--- config.mk ---
export PLATFORM = sky130hd
export DESIGN_NAME = lab3_mem_blocking_cache_base_ctrl
export DESIGN_NICKNAME = d
export VERILOG_FILES = /design/src/rtl/lab3_mem_blocking_cache_base_ctrl.sv
export SDC_FILE = /design/constraint.sdc
export NUM_CORES = 1
export LEC_CHECK = 0
export CORE_MARGIN = 8
export CORE_UTILIZATION = 47
export CTS_BUF_LIST = sky130_fd_sc_hd__clkbuf_8
export CTS_CLUSTER_DIAMETER = 60
export DETAILED_ROUTE_END_ITERATION = 6
export PLACE_DENSITY = 0.78
export SLEW_MARGIN = 20
export SYNTH_ARGS = -nofsm -noshare
export SYNTH_HDL_FRONTEND = slang
export SYNTH_SLANG_ARGS = --single-unit
--- constraint.sdc ---
create_clock -name clk_i -period 2.2 [get_ports clk_i]
set_input_delay 0.44 -clock clk_i [delete_from_list [all_inputs] [get_ports clk_i]]
set_output_delay 0.44 -clock clk_i [all_outputs]
set_load 0.03 [all_outputs]
--- src/rtl/lab3_mem_blocking_cache_base_ctrl.sv ---
// rtl/lab3_mem_blocking_cache_base_ctrl.sv - control FSM for the 256B direct-mapped write-back blocking cache
module lab3_mem_blocking_cache_base_ctrl #(
    parameter int unsigned p_idx_shamt = 0
) (
    input  logic        clk_i,
    input  logic        rst_ni,
    input  logic        cachereq_val_i,
    output logic        cachereq_rdy_o,
    output logic        cacheresp_val_o,
    input  logic        cacheresp_rdy_i,
    output logic        memreq_val_o,
    input  logic        memreq_rdy_i,
    input  logic        memresp_val_i,
    output logic        memresp_rdy_o,
    input  logic [2:0]  cachereq_type_i,
    input  logic [31:0] cachereq_addr_i,
    input  logic        tag_match_i,
    output logic        cachereq_en_o,
    output logic        tag_array_ren_o,
    output logic        tag_array_wen_o,
    output logic        data_array_ren_o,
    output logic        data_array_wen_o,
    output logic [15:0] data_array_wben_o,
    output logic        write_data_mux_sel_o,
    output logic        read_data_reg_en_o,
    output logic [2:0]  read_word_mux_sel_o,
    output logic        hit_reg_en_o,
    output logic [1:0]  tag_check_hit_o,
    output logic [2:0]  cacheresp_type_o,
    output logic        memreq_addr_mux_sel_o,
    output logic [2:0]  memreq_type_o,
    output logic        memresp_data_reg_en_o,
    output logic        evict_addr_reg_en_o
);

    typedef enum logic [3:0] {
        ST_IDLE, ST_TAG_CHECK, ST_INIT_DATA, ST_READ_DATA, ST_WRITE_DATA,
        ST_EVICT_PREP, ST_EVICT_REQ, ST_EVICT_WAIT, ST_REFILL_REQ,
        ST_REFILL_WAIT, ST_REFILL_UPDATE, ST_WAIT
    } state_e;

    state_e      state_q, state_d;
    logic [15:0] valid_q, dirty_q;

    logic [3:0]  idx;
    logic [1:0]  off;
    logic        is_write, is_init, hit;
    logic [15:0] word_wben;
    logic        unused_addr;

    assign idx         = cachereq_addr_i[7+p_idx_shamt -: 4];
    assign off         = cachereq_addr_i[3:2];
    assign unused_addr = ^cachereq_addr_i;
    // Any type other than write or init behaves as a read.
    assign is_write    = (cachereq_type_i == 3'd1);
    assign is_init     = (cachereq_type_i == 3'd2);
    assign hit         = valid_q[idx] & tag_match_i & ~is_init;
    assign word_wben   = 16'h000F << {off, 2'b00};

    always_ff @(posedge clk_i or negedge rst_ni) begin
        if (!rst_ni) begin
            state_q <= ST_IDLE;
            valid_q <= '0;
            dirty_q <= '0;
        end else begin
            state_q <= state_d;
            case (state_q)
                ST_INIT_DATA, ST_REFILL_UPDATE: begin
                    valid_q[idx] <= 1'b1;
                    dirty_q[idx] <= 1'b0;
                end
                ST_WRITE_DATA: dirty_q[idx] <= 1'b1;
                default: ;
            endcase
        end
    end

    always_comb begin
        state_d = state_q;
        case (state_q)
            ST_IDLE:          if (cachereq_val_i) state_d = ST_TAG_CHECK;
            ST_TAG_CHECK: begin
                if (is_init)                              state_d = ST_INIT_DATA;
                else if (hit)                             state_d = is_write ? ST_WRITE_DATA : ST_READ_DATA;
                else if (valid_q[idx] && dirty_q[idx])    state_d = ST_EVICT_PREP;
                else                                      state_d = ST_REFILL_REQ;
            end
            ST_INIT_DATA,
            ST_READ_DATA,
            ST_WRITE_DATA:    state_d = ST_WAIT;
            ST_EVICT_PREP:    state_d = ST_EVICT_REQ;
            ST_EVICT_REQ:     if (memreq_rdy_i)    state_d = ST_EVICT_WAIT;
            ST_EVICT_WAIT:    if (memresp_val_i)   state_d = ST_REFILL_REQ;
            ST_REFILL_REQ:    if (memreq_rdy_i)    state_d = ST_REFILL_WAIT;
            ST_REFILL_WAIT:   if (memresp_val_i)   state_d = ST_REFILL_UPDATE;
            ST_REFILL_UPDATE: state_d = is_write ? ST_WRITE_DATA : ST_READ_DATA;
            ST_WAIT:          if (cacheresp_rdy_i) state_d = ST_IDLE;
            default:          state_d = ST_IDLE;
        endcase
    end

    // Outputs are forced low while reset is held, including the IDLE ready.
    always_comb begin
        cachereq_rdy_o        = 1'b0;
        cacheresp_val_o       = 1'b0;
        memreq_val_o          = 1'b0;
        memresp_rdy_o         = 1'b0;
        cachereq_en_o         = 1'b0;
        tag_array_ren_o       = 1'b0;
        tag_array_wen_o       = 1'b0;
        data_array_ren_o      = 1'b0;
        data_array_wen_o      = 1'b0;
        data_array_wben_o     = 16'h0000;
        write_data_mux_sel_o  = 1'b0;
        read_data_reg_en_o    = 1'b0;
        read_word_mux_sel_o   = 3'd0;
        hit_reg_en_o          = 1'b0;
        tag_check_hit_o       = 2'd0;
        cacheresp_type_o      = 3'd0;
        memreq_addr_mux_sel_o = 1'b0;
        memreq_type_o         = 3'd0;
        memresp_data_reg_en_o = 1'b0;
        evict_addr_reg_en_o   = 1'b0;
        if (rst_ni) begin
            case (state_q)
                ST_IDLE: begin
                    cachereq_rdy_o = 1'b1;
                    cachereq_en_o  = cachereq_val_i;
                end
                ST_TAG_CHECK: begin
                    tag_array_ren_o = 1'b1;
                    hit_reg_en_o    = 1'b1;
                    tag_check_hit_o = {1'b0, hit};
                end
                ST_INIT_DATA: begin
                    tag_array_wen_o      = 1'b1;
                    data_array_wen_o     = 1'b1;
                    write_data_mux_sel_o = 1'b1;
                    data_array_wben_o    = word_wben;
                end
                ST_READ_DATA: begin
                    data_array_ren_o   = 1'b1;
                    read_data_reg_en_o = 1'b1;
                end
                ST_WRITE_DATA: begin
                    data_array_wen_o     = 1'b1;
                    write_data_mux_sel_o = 1'b1;
                    data_array_wben_o    = word_wben;
                end
                ST_EVICT_PREP: begin
                    tag_array_ren_o     = 1'b1;
                    data_array_ren_o    = 1'b1;
                    read_data_reg_en_o  = 1'b1;
                    evict_addr_reg_en_o = 1'b1;
                end
                ST_EVICT_REQ: begin
                    memreq_val_o          = 1'b1;
                    memreq_type_o         = 3'd1;
                    memreq_addr_mux_sel_o = 1'b1;
                end
                ST_EVICT_WAIT:  memresp_rdy_o = 1'b1;
                ST_REFILL_REQ:  memreq_val_o  = 1'b1;
                ST_REFILL_WAIT: begin
                    memresp_rdy_o         = 1'b1;
                    memresp_data_reg_en_o = memresp_val_i;
                end
                ST_REFILL_UPDATE: begin
                    tag_array_wen_o   = 1'b1;
                    data_array_wen_o  = 1'b1;
                    data_array_wben_o = 16'hFFFF;
                end
                ST_WAIT: begin
                    cacheresp_val_o     = 1'b1;
                    cacheresp_type_o    = cachereq_type_i;
                    read_word_mux_sel_o = (is_write || is_init) ? 3'd0 : ({1'b0, off} + 3'd1);
                end
                default: ;
            endcase
        end
    end

endmodule

==> metrics <==
Multi-input gate area=1410 µm²; Die X-Extent=88.2 µm; crit path from=cachereq_addr_i[4]; htree depth=2; total CTS buffers=5; YS warnings=0; Die Height=88.2 µm; routed wire length=6590 µm; Startpoint Class=input pin; post-synthesis register bit count=36; share of layout cells above drive strength 1=33.6%; register area=906 µm²; largest net degree at the start of global routing=33; Top Layer Used=met4; Critical Path Fanout Max=8; fin crit share=98.7%; CTS clk-pin slew, worst paths=0.07 ns; critical path class=in -> out; row cnt=26; metal2 WL=3220 µm; synthesized cell area=2450 µm²; area growth from synthesis to final layout=32.6%; crit path capture=tag_check_hit_o[0]; Hold Buf Count CTS=0; maximum vdd drop=0.708 mV; status=completed; ANT nets after route=0; clk buf depth=2; crit path capture type=output port; worst reg2reg path depth=5; Setup Skew=0.00719 ns; Final HPWL DP=5030 µm; CP Data Required Time=1.76 ns; final hold viol count=0; Core Region=5070 µm²; Max Cap Violations=0; CP arrival=1.73 ns; Initial DRC Count=81; initial antenna violation count=0; routed vias/inst=5.32; I/O Buffers=54; Avg Inst Size Synth=9.29 µm²; Top FF cell, synth=dfrtp_1; GRT Residual Overflow=0; nets=381; Reg-to-Reg Start=state_q[1]; EDFF count, synth=0; Unique masters post-synth=50; pwr/cell area=1130 nW/µm²; Via Count=2161; RSZ-0062 raised after global routing=true; CTS tree=done; wire length per cell=16.2 µm; Starting Density=48.3%; drt pass-1 iters=4; met3 WL=507 µm; asr flop ratio synth=100%; tightest hold margin=0.0345 ns; clk_lat worst skew=0.29 ns; path type of the worst min-delay path=in -> async; Die ar.=7790 µm²; Finish-stage setup viols=0; post-synthesis sequential area ratio=36.7%; Worst-Margin Slew=0.539 ns; Remaining DRCs=0; max_slew headroom=63.9%; Root Buffer=clkbuf_8; Reg2Reg Setup Slack=0.28 ns; Static Leak=0.00151 µW; first-pass GRT wire length=10400 µm; Mapped Cells=264; fin area=3250 µm²; fmax=461 MHz; final max-slew violation count=0; Power Total=3660 µW; placed instance area=3080 µm²; I/O pin total=84; CTS Sinks=36; Final Wtd Congestion=0.894; worst r2r dst=state_q[3]; Routed met1 length=2790 µm; fin crit period=2.17 ns; antenna diode count=0; fill cell count=424; vias in the first global route=2124; Overall Global Routing Usage=17.0%
[cells in the mapped netlist, types with 2 or more instances]
cell | count | area, µm²
dfrtp_1 | 36 | 901
nand2b_1 | 26 | 163
nand2_1 | 24 | 90.1
buf_4 | 18 | 135
mux2i_1 | 17 | 170
nor2_1 | 15 | 56.3
and2_1 | 12 | 75.1
o2bb2ai_1 | 12 | 105
nor2b_1 | 9 | 56.3
a21oi_1 | 7 | 35.0
clkbuf_1 | 7 | 26.3
nand3_1 | 6 | 30.0
nor3_1 | 6 | 30.0
o21ai_0 | 6 | 30.0
o21a_1 | 5 | 37.5
ha_1 | 4 | 50.1
nor3b_1 | 4 | 30.0
a32o_1 | 3 | 30.0
and3_1 | 3 | 18.8
buf_2 | 3 | 15.0
o211a_1 | 3 | 30.0
a22o_1 | 2 | 17.5
a22oi_1 | 2 | 15.0
a31oi_1 | 2 | 12.5
inv_1 | 2 | 7.51
mux4_2 | 2 | 45.0
o211ai_1 | 2 | 15.0
o221ai_1 | 2 | 17.5
or3b_2 | 2 | 17.5
xnor2_1 | 2 | 17.5
[metal layers]
metal,up-vias,track usage [%]
met5,-,0
met4,0,5.07
met3,7,4.92
met2,76,29.6
met1,1020,19.6
li1,1058,-
[stage by stage]
step           util (%)  TNS [ns]  std cells  setup slack, ns
6_report           64.1         0        406           0.0295
5_1_grt            64.1  -0.00128        406         -0.00128
4_1_cts            63.8         0        403          0.00524
3_5_place_dp       60.7     -1.86        394           -0.308
3_3_place_gp       60.7     -1.77        394           -0.290
2_1_floorplan         -    -0.125        266           -0.125
[cell usage in the layout, fill, tap and decap left out, types with 6 or more instances in the layout]
cell / netlist / final
clkdlybuf4s50_1: 0 / 8
nand2_1: 24 / 24
and2_1: 12 / 12
nand3_1: 6 / 6
nand2b_1: 26 / 25
o2bb2ai_1: 12 / 12
buf_4: 18 / 76
nor2_1: 15 / 13
dfrtp_1: 36 / 32
nor2b_1: 9 / 8
mux2i_1: 17 / 17
[report_power, final]
group	total (µW)	switching (µW)	internal, µW
clock network	557	225	331
logic	1990	1080	908
registers	1110	204	909
total	3660	1510	2150
[worst min-delay path by stage]
| stage | start | to | cells after the start |
|---|---|---|---|
| 2_1_floorplan | rst_ni | asynchronous set/reset pin | 0 |
| 3_3_place_gp | rst_ni | state_q[1] | 1 |
| 3_5_place_dp | rst_ni | state_q[3] | 1 |
| 4_1_cts | rst_ni | state_q[3] | 1 |
| 5_1_grt | rst_ni | state_q[1] | 1 |
| 6_report | rst_ni | state_q[3] | 1 |
[cell families (layout without fill, tap and decap cells)]
group | count (synthesis) | count (layout) | share of synthesized area [%]
xor+xnor | 2 | 2 | 0.714
compound gates | 55 | 55 | 17.0
simple gates | 114 | 114 | 25.6
flops | 36 | 36 | 36.7
buf+inv | 33 | 103 | 8.93
mux | 19 | 19 | 8.78
fa+ha+maj | 4 | 4 | 2.04
other cells | 1 | 3 | 0.153
[final cells by class]
cell class | instances | share of cell area, %
clock buffers | 5 | 2.12
clock inverters | 3 | 1.19
well taps | 70 | 2.69
repair buffers | 93 | 22.6
multi-input cells | 197 | 43.3
inverters | 2 | 0.231
flip-flops and latches | 36 | 27.9
[timing repair]
item,4_1_cts,5_1_grt
pin swaps,4,5
buffers inserted,0,4
resized for setup,21,12
endpoints found under the setup margin,22,22
gates cloned,1,0
[critical path, cell delays in order]
cell             delay [ns]
clkdlybuf4s50_1        0.68
and3_1                 0.27
o211a_1                0.20
buf_6                  0.14
Power figures use the tool's default switching activity.
